## config.mk

```make
export PLATFORM = sky130hd
export DESIGN_NAME = spi_baud_generator
export DESIGN_NICKNAME = d
export VERILOG_FILES = /design/src/rtl/spi_baud_generator.sv
export SDC_FILE = /design/constraint.sdc
export NUM_CORES = 1
export LEC_CHECK = 0
export CAP_MARGIN = 25
export CORE_ASPECT_RATIO = 1.1
export CORE_UTILIZATION = 41
export DETAILED_ROUTE_END_ITERATION = 7
export DONT_BUFFER_PORTS = 1
export PLACE_DENSITY_LB_ADDON = 0.1
export SYNTH_ARGS = -nofsm -noshare
export SYNTH_HDL_FRONTEND = slang
export SYNTH_SLANG_ARGS = --single-unit
```

## constraint.sdc

```tcl
create_clock -name pclk -period 8.5 [get_ports pclk]
set_input_delay 0.85 -clock pclk [delete_from_list [all_inputs] [get_ports pclk]]
set_output_delay 0.85 -clock pclk [all_outputs]
set_load 0.02 [all_outputs]
```

## src/rtl/spi_baud_generator.sv

```systemverilog
// SPI serial clock generator: divides pclk into sclk and produces the
// edge-announcing strobes used by the shift-register stage.
module spi_baud_generator (
  input  logic        pclk,
  input  logic        preset,
  input  logic        ss,
  input  logic [1:0]  spi_mode,
  input  logic        spiswai,
  input  logic        cpol,
  input  logic        cpha,
  input  logic [2:0]  sppr,
  input  logic [2:0]  spr,
  output logic        sclk,
  output logic [11:0] baudratedivisor,
  output logic        flaglow,
  output logic        flaghigh,
  output logic        flagslow,
  output logic        flagshigh
);

  logic [2:0]  sh_sppr;
  logic [2:0]  sh_spr;
  logic        sh_cpol;
  logic [11:0] cnt;
  logic [11:0] presc;
  logic [11:0] half;
  logic [11:0] half_m1;
  logic [11:0] half_m2;
  logic        running;
  logic        at_end;
  logic        at_early;
  logic        strobe_en;
  logic [1:0]  cfg_unused;

  // cpha belongs to the shift stage; sh_cpol mirrors the idle level loaded with sclk
  assign cfg_unused = {cpha, sh_cpol};

  assign running = ~ss & ((spi_mode == 2'b00) | ((spi_mode == 2'b01) & ~spiswai));

  assign presc           = {9'd0, sh_sppr} + 12'd1;
  assign half            = presc << sh_spr;
  assign baudratedivisor = presc << ({1'b0, sh_spr} + 4'd1);
  assign half_m1         = half - 12'd1;
  assign half_m2         = half - 12'd2;

  assign at_end   = (cnt == half_m1);
  // with a one-cycle half period the early strobe coincides with the normal one
  assign at_early = (half == 12'd1) ? at_end : (cnt == half_m2);

  assign strobe_en = running & ~preset;
  assign flaglow   = strobe_en & ~sclk & at_end;
  assign flaghigh  = strobe_en &  sclk & at_end;
  assign flagslow  = strobe_en & ~sclk & at_early;
  assign flagshigh = strobe_en &  sclk & at_early;

  // Shadow configuration: tracks live inputs only while idle
  always_ff @(posedge pclk or posedge preset) begin
    if (preset) begin
      sh_sppr <= 3'd0;
      sh_spr  <= 3'd0;
      sh_cpol <= 1'b0;
    end else if (!running) begin
      sh_sppr <= sppr;
      sh_spr  <= spr;
      sh_cpol <= cpol;
    end
  end

  // Half-period counter and sclk toggle
  always_ff @(posedge pclk or posedge preset) begin
    if (preset) begin
      cnt  <= 12'd0;
      sclk <= 1'b0;
    end else if (!running) begin
      cnt  <= 12'd0;
      sclk <= cpol;
    end else if (at_end) begin
      cnt  <= 12'd0;
      sclk <= ~sclk;
    end else begin
      cnt  <= cnt + 12'd1;
    end
  end

endmodule

```

# ---- Word-level counts from Yosys, hierarchy flattened
# Index checks and enable logic that the tools add are counted.
# W data, S select, Z words.
dict set report classes {
  magnitude_cmp 0
  n_addsub 5
  bitwise_logic 14
  n_mux 5
  n_reduce_logical 1
  n_div 0
  eq_ne 5
  n_mul 0
  shift 2
}
# cell count
set op_table {}
lappend op_table {{$eq A12 B12 Y1} 2}
lappend op_table {{$mux W12} 2}
lappend op_table {{$add A12 B1 Y12 const B} 1}
lappend op_table {{$eq A12 B1 Y1 const B} 1}
lappend op_table {{$shl A4 B3 Y12} 1}
lappend op_table {{$shl A4 B4 Y12} 1}
lappend op_table {{$sub A12 B1 Y12 const B} 1}
lappend op_table {{$sub A12 B2 Y12 const B} 1}
lappend op_table {{$and A1 B1 Y1} 9}
lappend op_table {{$add A3 B1 Y4 const B} 2}
lappend op_table {{$not A1 Y1} 4}
lappend op_table {{$mux W1} 3}
lappend op_table {{$eq A2 B1 Y1 const B} 1}
lappend op_table {{$logic_not A2 Y1} 1}
lappend op_table {{$ne A2 B1 Y1 const B} 1}
lappend op_table {{$or A1 B1 Y1} 1}
dict set report totals {
  ram_bits 0
  n_memories 0
  input_bits 14
  rom_bits 0
  ff_bits 19
  elab_cells 36
  latch_bits 0
}

# ---- Longest topological paths before layout
# Gate-level depths: netlist of the first run.
dict set report logic_depth {
  depth_word 7
  depth_mapped 14
}

# ---- Worst setup path before layout of the first run
# No wires, ideal clock.
dict set report synth_path {
  path_type {reg2out}
  start {register sh_sppr[1]}
  end {output flaglow}
  required_ps 7650
  stages_incl_launch_ff 13
  arrival_ps 3262
  slack_ps 4388
  path_cell_list {dfrtp_1 ha_1 nand2b_1 buf_2 a21boi_1 inv_1 ha_1 nand2b_1 nor3_1 or3_4 a211oi_2 nand2_1 nor4_1}
}
dict set report synth_via {
  elab_chain_len 5
}
# item line
set synth_lines {}
lappend synth_lines {{from (decl)} 21} ;# logic [2:0] sh_sppr;
lappend synth_lines {{from (signal assigned)} 63} ;# sh_sppr <= sppr;
lappend synth_lines {{$add A3 B1 Y4} 40} ;# assign presc = {9'd0, sh_sppr} + 12'd1;
lappend synth_lines {{$shl A4 B3 Y12} 41} ;# assign half = presc << sh_spr;
lappend synth_lines {{$sub A12 B1 Y12} 43} ;# assign half_m1 = half - 12'd1;
lappend synth_lines {{$eq A12 B12 Y1} 46} ;# assign at_end = (cnt == half_m1);
lappend synth_lines {{$and A1 B1 Y1} 51} ;# assign flaglow = strobe_en & ~sclk & at_end;
lappend synth_lines {{to (decl)} 15} ;# output logic flaglow,
# Every way passes these cells.

# ---- Worst setup path in the final report of the first run
dict set report layout_path {
  start {register sh_sppr[0]}
  end {output flaglow}
}
# Same word-level chain as after synthesis.

==> flow_metrics.py, run 1 <==
metrics = {
    "status": {
        "run_status": "finished clean",
    },
    "die": {
        "start_util": 0.423,
        "ioPinCount": 31,
        "rows": 30,
        "fp.dieH_um": 85.3,
        "dieArea_sq_um": 6630,
        "die_x_um": 77.7,
        "core_sq_um": 6120,
    },
    "sta": {
        "tns_ns": 0,
        "layout_min_cycle_time_ns": 5.33,
        "period_share": 0.627,
        "slew_headroom": 0.374,
        "final-max-slew-violation-count": 0,
        "finalClockSkew_ns": 0.00601,
        "hold_viol": 0,
        "setup_viol": 0,
        "fin_hold_ws_ns": 0.528,
        "fmax_mhz": 188,
        "worst_slew_pin_slew_ns": 0.939,
        "setup_slack_ns": 3.17,
        "rsz0062_at_grt": "no",
    },
    "yosys": {
        "synth.avg_cell_area_sq_um": 7.79,
        "ys_warn_count": 0,
        "synth_edf_count": 0,
        "ys_seq_area_frac": 0.184,
        "synth_top_area_frac": 0.184,
        "netlist_area_sq_um": 2590,
        "syn-num-nets": 352,
        "ys_ff_latch": 19,
        "synth.area.top_cells": "dfrtp_1, xnor2_1, nand2_1, xor2_1, nand3_1",
        "synth_cell_type_count": 75,
        "ys.flop_type": "dfrtp_1",
        "netlist_instances": 332,
        "synth_area_leader_cell": "dfrtp_1",
        "synth.most_common_cell": "nand2_1",
        "synthTopCellsByCount": "nand2_1, nor2_1, xnor2_1",
        "async_reset_ff_frac": 1.00,
    },
    "worst_setup_path": {
        "end_kind": "primary output",
        "cp_slowest_stage_delay_ns": 0.71,
        "critPathKind": "flop to primary output",
        "crit_buf_inv": 0,
        "cp_top_family": "simple AND/OR/NAND/NOR gates",
        "path_cells": "ha_1, xnor2_1, o211ai_1, nand2_1, ha_1, nand2b_1, o41ai_1, o221ai_1, a211oi_2, nand2_1, nor4_1",
        "critical_path_required_ns": 7.65,
        "crit_path_top_delay_cell": "nor4_1",
        "worstPathArrival_ns": 4.48,
        "worst_setup_path_start_kind": "flop",
        "cp_max_fo": 17,
    },
    "power": {
        "p_leak_uw": 0.000964,
        "power_frac_clock": 0.187,
        "p_switching_uw": 165,
        "vdd_drop_max_mv": 0.0876,
        "p_comb_frac": 0.507,
        "internal-power_uw": 193,
        "p_sw_frac": 0.460,
        "p_per_area_nw_per_um2": 136,
        "pwr-share-seq": 0.306,
    },
    "grt": {
        "antenna_found_initial": 0,
        "grt_max_degree": 28,
        "overflow": 0,
        "track_usage": 0.228,
        "grt_pass1_vias": 2273,
        "grt_first_pass_wirelength_um": 11900,
    },
    "detailed_routing": {
        "drt_iter0_drc": 270,
        "drc": 0,
        "ant_nets": 0,
        "route.vias.total": 2471,
        "wire_per_inst_um": 18.2,
        "drtPass1Iterations": 5,
        "viasPerCell": 6.21,
        "wl_um": 7230,
    },
    "clock_tree": {
        "worstSkewPairLatency_ns": 0.27,
        "hold_buffers": 0,
        "cts_root_buf": "clkbuf_8",
        "cts_setup_buffers": 0,
        "clk_path_buf_depth": 2,
        "post_cts_resized": 0,
        "htree_num_levels": 1,
        "cts.sinks": 19,
        "tritoncts": "yes",
        "numCtsBuffers": 3,
        "clk_pin_slew_worst_paths_ns": 0.08,
    },
    "place": {
        "pre_cts_slack_ns": 3.49,
        "io_buffers": 0,
        "hpwlAfterDp_um": 5630,
        "gp_congestion": 0.859,
    },
    "hold_path": {
        "min_path_type": "flop to flop",
    },
    "job": {
        "maxCapViolations": 0,
    },
    "layout": {
        "fin_util": 0.429,
        "nets": 339,
        "area_growth_pct": 1.45,
        "drive_above_1_share": 0.113,
        "num_antenna_cells": 0,
    },
}
-- power groups by stage --
stage	logic, uW	registers, uW	clock network (uW)
3_3_place_gp	179	111	0
4_1_cts	180	109	68.1
2_1_floorplan	160	99.4	0
5_1_grt	199	111	71.0
6_report	182	110	66.8
3_5_place_dp	179	111	0
-- kinds of logic after synthesis --
family                   after synthesis  synth area share
AO/OA/AOI/OAI                         92             0.277
XOR/XNOR                              33             0.112
adder cells (fa/ha/maj)                6            0.0290
buffers and inverters                 31            0.0638
flip-flops                            19             0.184
multiplexers                           4            0.0208
AND/OR/NAND/NOR                      147             0.314
-- per-stage QoR --
stage,power [uW],std cells,cell area [sq um]
3_5_place_dp,291,394,2580
5_1_grt,382,398,2630
2_1_floorplan,260,332,2590
4_1_cts,358,398,2630
6_report,358,398,2630
3_3_place_gp,290,394,2580
-- layout make-up --
class                           count  area, sq um
Timing Repair Buffer                2         15.0
Clock inverter                      1         5.00
Inverter                           11         41.3
Tap cell                           80          100
Fill cell                         636         3490
Sequential cell                    19          475
Multi-Input combinational cell    282         1950
Clock buffer                        3         41.3
-- worst paths after layout --
path	from	endpoint	slack [ns]	depth (start not counted)
max	sh_sppr[0]	flaglow	3.17	11
min	cnt[0]	cnt[0]	0.53	1
max reg2reg	sh_sppr[0]	cnt[11]	4.56	13
min reg2reg	cnt[0]	cnt[0]	0.53	1
max in group asynchronous	preset	cnt[10]	7.39	1
min in group asynchronous	preset	cnt[1]	0.61	1
-- placed cells by master, fill, tap and decap left out, types with 4 or more instances in the layout --
master	netlist	layout
a211o_1	4	4
a211oi_1	4	4
a21oi_1	15	15
a31oi_1	5	5
and2_1	4	4
and3_1	7	7
dfrtp_1	19	19
ha_1	6	6
inv_1	10	10
nand2_1	36	36
nand2b_1	7	7
nand3_1	19	19
nand3b_1	4	4
nand4_1	4	4
nor2_1	23	23
nor2_2	11	11
nor3_1	6	6
nor4_1	4	4
o21ai_0	14	14
xnor2_1	21	21
xor2_1	12	12
-- metal layers --
layer / global-route usage / vias up / part of all wire
met4: 0.0532 / 0 / 0.017
met5: 0 / - / 0
li1: - / 1218 / -
met2: 0.398 / 64 / 0.49
met1: 0.301 / 1174 / 0.45
met3: 0.0226 / 15 / 0.047
-- registers in the layout (all words and copies together) (netlist names) --
name     count
cnt         12
sh_sppr      3
sclk         1
sh_spr       3
Power figures use the tool's default switching activity.
==> inputs of run 2 (changes only) <==
==> constraint.sdc (replaced) <==
create_clock -name pclk -period 4.6 [get_ports pclk]
set_input_delay 0.46 -clock pclk [delete_from_list [all_inputs] [get_ports pclk]]
set_output_delay 0.46 -clock pclk [all_outputs]
set_load 0.02 [all_outputs]
==> run 2 against run 1 <==
Effect of this change: worst setup slack worse by 2.8 ns; clock-buffer cell count unchanged; final cell count up 3.0%; worst hold slack worse by 0.31 ns; non-clock buffer count up 12; sequential power up 69%; global-route usage up 0.56 points; routed wire length up 2.0%; sequential cell count unchanged; critical path type unchanged; critical endpoint is now flagslow.
==> flow_metrics.py, run 2 (synthesized netlist as in run 1, its figures left out) <==
metrics = {
    "worst_setup_path": {
        "r2r_cells": 13,
        "path_cells": "ha_2, nand2_1, o211ai_1, nand2_1, ha_1, nand2b_1, o41ai_1, o221ai_1, a211oi_2, nand3_1, a2111oi_2, buf_4",
        "worstPathArrival_ns": 3.79,
        "cp_top_family": "compound AO/OA/AOI/OAI gates",
        "cp_slowest_stage_delay_ns": 0.52,
        "crit_start": "sh_sppr[1]",
        "worst_setup_path_start_kind": "flop",
        "critical_path_required_ns": 4.14,
        "crit_buf_inv": 1,
        "cp_common_cell": "nand2_1",
        "cp.depth": 12,
        "endpoint": "flagslow",
        "rr_startpoint": "sh_sppr[1]",
        "r2r-end": "cnt[11]",
        "critPathKind": "flop to primary output",
        "cp_max_fo": 9,
        "end_kind": "primary output",
        "crit_path_top_delay_cell": "dfrtp_1",
        "ff2ff_setup_slack_ns": 1.14,
    },
    "layout": {
        "largest_reg_flops": 12,
        "reg_top3": "cnt x12, sh_sppr x3, sh_spr x3",
        "layout_commonest_cell": "nand2_1",
        "nets": 351,
        "drive_above_1_share": 0.155,
        "final_area_sq_um": 2730,
        "top_register": "cnt",
        "num_antenna_cells": 0,
        "area_growth_pct": 5.37,
        "layout_common_cells": "nand2_1, nor2_1, xnor2_1",
    },
    "job": {
        "maxCapViolations": 0,
    },
    "sta": {
        "period_share": 0.924,
        "fin_hold_ws_ns": 0.219,
        "slew_headroom": 0.478,
        "fmax_mhz": 235,
        "finalClockSkew_ns": 0.00547,
        "worst_slew_pin_slew_ns": 0.781,
        "tns_ns": 0,
        "rsz0062_at_grt": "no",
        "layout_min_cycle_time_ns": 4.25,
        "hold_viol": 0,
        "final-max-slew-violation-count": 0,
        "setup_viol": 0,
    },
    "clock_tree": {
        "htree_num_levels": 1,
        "tritoncts": "yes",
        "cts.sinks": 19,
        "worstSkewPairLatency_ns": 0.26,
        "cts_setup_buffers": 0,
        "numCtsBuffers": 3,
        "clk_pin_slew_worst_paths_ns": 0.08,
        "hold_buffers": 0,
        "cts_root_buf": "clkbuf_8",
        "post_cts_resized": 0,
        "clk_path_buf_depth": 2,
    },
    "grt": {
        "grt_pass1_vias": 2370,
        "grt_max_degree": 25,
        "antenna_found_initial": 0,
        "overflow": 0,
        "grt_first_pass_wirelength_um": 12200,
        "track_usage": 0.234,
    },
    "die": {
        "fp.dieH_um": 85.3,
        "core_sq_um": 6120,
        "ioPinCount": 31,
        "rows": 30,
        "die_x_um": 77.7,
        "dieArea_sq_um": 6630,
        "start_util": 0.423,
    },
    "power": {
        "p_comb_frac": 0.544,
        "power_frac_clock": 0.180,
        "pwr-share-seq": 0.276,
        "vdd_drop_max_mv": 0.122,
        "internal-power_uw": 369,
        "p_per_area_nw_per_um2": 247,
        "p_leak_uw": 0.00102,
        "p_sw_frac": 0.452,
        "p_switching_uw": 305,
    },
    "place": {
        "placed_area_sq_um": 2670,
        "gp_congestion": 0.846,
        "io_buffers": 0,
        "hpwlAfterDp_um": 5790,
    },
    "detailed_routing": {
        "wire_per_inst_um": 18.0,
        "drc": 0,
        "wl_um": 7370,
        "route.vias.total": 2501,
        "drtPass1Iterations": 4,
        "ant_nets": 0,
        "drt_iter0_drc": 130,
        "viasPerCell": 6.10,
    },
    "hold_path": {
        "min_path_type": "input pin to asynchronous set/reset pin",
    },
    "status": {
        "run_status": "finished clean",
    },
}
-- run 2: area by class of cell --
| class | instances | area [sq um] |
|---|---|---|
| inverters | 11 | 41.3 |
| clock inverters | 1 | 5.00 |
| flip-flops and latches | 19 | 475 |
| repair buffers | 14 | 105 |
| multi-input cells | 282 | 1960 |
| fillers | 654 | 3390 |
| clock buffers | 3 | 41.3 |
| well taps | 80 | 100 |
-- run 2: power by group through the flow --
stage | sequential (uW) | combinational, uW | clock, uW
final | 186 | 367 | 121
after global routing | 187 | 402 | 133
after CTS | 186 | 363 | 127
after detailed placement | 189 | 361 | 0
after global placement | 189 | 360 | 0
after floorplan | 184 | 296 | 0
-- run 2: worst min path at each step --
stage,start,end
after floorplan,preset,cnt[0]
after global placement,cnt[0],cnt[0]
after detailed placement,preset,cnt[0]
after CTS,preset,cnt[0]
after global routing,preset,cnt[0]
final,preset,cnt[2]
-- run 2: through the flow --
step                      setup WS, ns   util  total power (uW)  std cells
after floorplan                  0.878      -               480        332
after global placement           0.538  0.436               549        406
after detailed placement         0.531  0.436               550        406
after CTS                        0.169  0.444               676        410
after global routing            0.0566  0.446               722        410
final                            0.348  0.446               674        410
-- run 2: worst reg2reg max path, stage by stage (launching register included) --
cell and delay (ns):
dfrtp_1 0.52, ha_2 0.27, xnor2_1 0.08, buf_4 0.17, o211ai_1 0.31, nand2_1 0.10
ha_1 0.29, nand2b_1 0.23, nor3_1 0.11, or3_4 0.39, a211o_1 0.34, o31ai_2 0.22
buf_4 0.25, nor2_1 0.07
-- run 2: metal layers --
layer,track usage,vias up,part of all wire
met5,0,-,0
met4,0.0635,0,0.018
met3,0.0247,10,0.048
met2,0.404,61,0.50
met1,0.307,1190,0.44
li1,-,1240,-
==> inputs of run 3 (changes only) <==
--- a/config.mk
+++ b/config.mk
@@ -6,11 +6,14 @@
 export NUM_CORES = 1
 export LEC_CHECK = 0
 export CAP_MARGIN = 25
+export CELL_PAD_IN_SITES_DETAIL_PLACEMENT = 2
+export CELL_PAD_IN_SITES_GLOBAL_PLACEMENT = 2
 export CORE_ASPECT_RATIO = 1.1
-export CORE_UTILIZATION = 41
+export CORE_UTILIZATION = 34
 export DETAILED_ROUTE_END_ITERATION = 7
 export DONT_BUFFER_PORTS = 1
 export PLACE_DENSITY_LB_ADDON = 0.1
+export REMOVE_ABC_BUFFERS = 1
 export SYNTH_ARGS = -nofsm -noshare
 export SYNTH_HDL_FRONTEND = slang
 export SYNTH_SLANG_ARGS = --single-unit
==> run 3 against run 2 <==
Effect of this change: clock-buffer cell count did not move; clock power rose by 7%; final cell count increased by 1.7%; first-iteration DRC count is 15% lower; maximum frequency decreased by 2.6%; cell area increased by 1.1%; sequential power is essentially flat; worst hold slack lost 0.012 ns; global-route usage rose by 0.75 points; worst setup slack worse by 0.12 ns; sequential share of layout area fell by 0.14 points; largest power group unchanged; sequential cell count did not move.
==> flow_metrics.py, run 3 (synthesized netlist as in run 1, its figures left out) <==
metrics = {
    "worst_setup_path": {
        "crit_buf_inv": 1,
        "worstPathArrival_ns": 3.91,
        "cp_slowest_stage_delay_ns": 0.49,
        "critical_path_required_ns": 4.14,
        "cp_max_fo": 9,
        "crit_path_top_delay_cell": "dfrtp_2",
        "end_kind": "primary output",
        "cp_top_family": "compound AO/OA/AOI/OAI gates",
        "critPathKind": "flop to primary output",
        "r2r_cells": 12,
        "cp.depth": 12,
        "path_cells": "ha_2, nand2_1, o211ai_1, nand2_1, ha_2, xnor2_1, or3_1, nor3_1, o2111a_1, o2111ai_1, a2111oi_2, buf_4",
        "worst_setup_path_start_kind": "flop",
    },
    "place": {
        "io_buffers": 0,
        "dp.cells": 412,
        "hpwlAfterDp_um": 7130,
        "gp_congestion": 0.780,
    },
    "die": {
        "die_x_um": 85.2,
        "rows": 33,
        "dieArea_sq_um": 7960,
        "core_sq_um": 7390,
        "fp.dieH_um": 93.5,
        "ioPinCount": 31,
        "start_util": 0.350,
    },
    "layout": {
        "nets": 351,
        "multiInputGateArea_sq_um": 1980,
        "top_register": "cnt",
        "largest_reg_flops": 12,
        "layout_commonest_cell": "nand2_1",
        "nFillCells": 868,
        "area_growth_pct": 6.53,
        "num_antenna_cells": 0,
        "stdcell_count": 417,
        "reg_top3": "cnt x12, sh_sppr x3, sh_spr x3",
        "layout_common_cells": "nand2_1, nor2_1, xnor2_1",
        "drive_above_1_share": 0.167,
        "register_area_sq_um": 477,
    },
    "power": {
        "internal-power_uw": 371,
        "p_switching_uw": 331,
        "power_frac_clock": 0.183,
        "p_per_area_nw_per_um2": 255,
        "p_sw_frac": 0.471,
        "pwr-share-seq": 0.262,
        "vdd_drop_max_mv": 0.127,
        "p_leak_uw": 0.00103,
        "p_comb_frac": 0.555,
    },
    "sta": {
        "tns_ns": 0,
        "layout_min_cycle_time_ns": 4.37,
        "hold_viol": 0,
        "finalClockSkew_ns": 0.0139,
        "slew_headroom": 0.481,
        "setup_viol": 0,
        "period_share": 0.950,
        "fin_hold_ws_ns": 0.207,
        "final-max-slew-violation-count": 0,
        "fmax_mhz": 229,
        "rsz0062_at_grt": "no",
        "worst_slew_pin_slew_ns": 0.777,
    },
    "clock_tree": {
        "clk_pin_slew_worst_paths_ns": 0.09,
        "cts_root_buf": "clkbuf_8",
        "worstSkewPairLatency_ns": 0.27,
        "cts.sinks": 19,
        "hold_buffers": 0,
        "numCtsBuffers": 3,
        "tritoncts": "yes",
        "htree_num_levels": 1,
        "clk_path_buf_depth": 2,
    },
    "grt": {
        "grt_max_degree": 25,
        "grt_first_pass_wirelength_um": 14800,
        "grt_pass1_vias": 2725,
        "overflow": 0,
        "track_usage": 0.241,
        "antenna_found_initial": 0,
    },
    "status": {
        "run_status": "finished clean",
    },
    "detailed_routing": {
        "drtPass1Iterations": 4,
        "drt_iter0_drc": 110,
        "wire_per_inst_um": 21.9,
        "drc": 0,
        "wl_um": 9120,
        "ant_nets": 0,
        "viasPerCell": 6.28,
        "route.vias.total": 2618,
    },
    "job": {
        "maxCapViolations": 0,
    },
    "hold_path": {
        "min_path_type": "input pin to asynchronous set/reset pin",
    },
}
-- run 3: changes by cell type in the layout (fill, tap and decap cells not counted), sizes merged --
cell,previous run,this run
clkinv,2,1
clkinvlp,0,1
-- run 3: final timing paths --
kind,startpoint,to,slack (ns)
setup / recovery,sh_sppr[1],flagslow,0.23
hold / removal,preset,sclk,0.21
setup reg to reg,sh_sppr[1],cnt[11],1.08
hold reg to reg,cnt[0],cnt[0],0.54
max in group asynchronous,preset,sh_sppr[1],3.86
min in group pclk,spr[2],sh_spr[2],0.30
-- run 3: worst reg2reg max path, stage by stage (launching register included) --
cell and delay [ns]:
dfrtp_2 0.49, ha_2 0.46, nand2_1 0.20, o211ai_1 0.26, nand2_1 0.10, ha_2 0.25, nand2b_1 0.24, nor3_1 0.12
or3_4 0.39, a211o_1 0.35, o31ai_2 0.22, buf_4 0.25, nor2_1 0.07
-- run 3: final cells by class --
type | instances | area share
inverters | 11 | 0.0150
well taps | 87 | 0.0395
repair buffers | 14 | 0.0381
flip-flops and latches | 19 | 0.173
multi-input cells | 282 | 0.717
clock buffers | 3 | 0.0150
clock inverters | 1 | 0.00272
-- run 3: per-stage QoR --
stage                util  power (uW)  cell area [sq um]  setup WS [ns]
finish              0.373         702               2760          0.232
global route        0.373         750               2760         0.0160
CTS                 0.368         704               2720        0.00349
detailed placement  0.361         567               2670          0.290
global placement    0.361         560               2670          0.392
floorplan               -         466               2460          0.736
-- run 3: timing repair --
| action | CTS | global route |
|---|---|---|
| resized for setup | 1 | 6 |
| setup endpoints to repair | 1 | 4 |
| setup buffers | 0 | 1 |
| pin swaps | 0 | 2 |
-- run 3: power groups by stage --
stage	clock network (uW)	logic, uW	registers, uW
after floorplan	0	269	197
after global placement	0	373	187
after detailed placement	0	380	187
after CTS	136	385	184
after global routing	138	426	185
final	129	389	184
-- run 3: per-layer routing --
metal	vias to the layer above	wire length, um	part of all wire	track usage
met1	1346	4080	0.45	0.300
li1	1228	-	-	-
met4	0	159	0.017	0.0777
met2	33	4690	0.51	0.435
met3	11	188	0.021	0.0229
met5	-	0	0	0
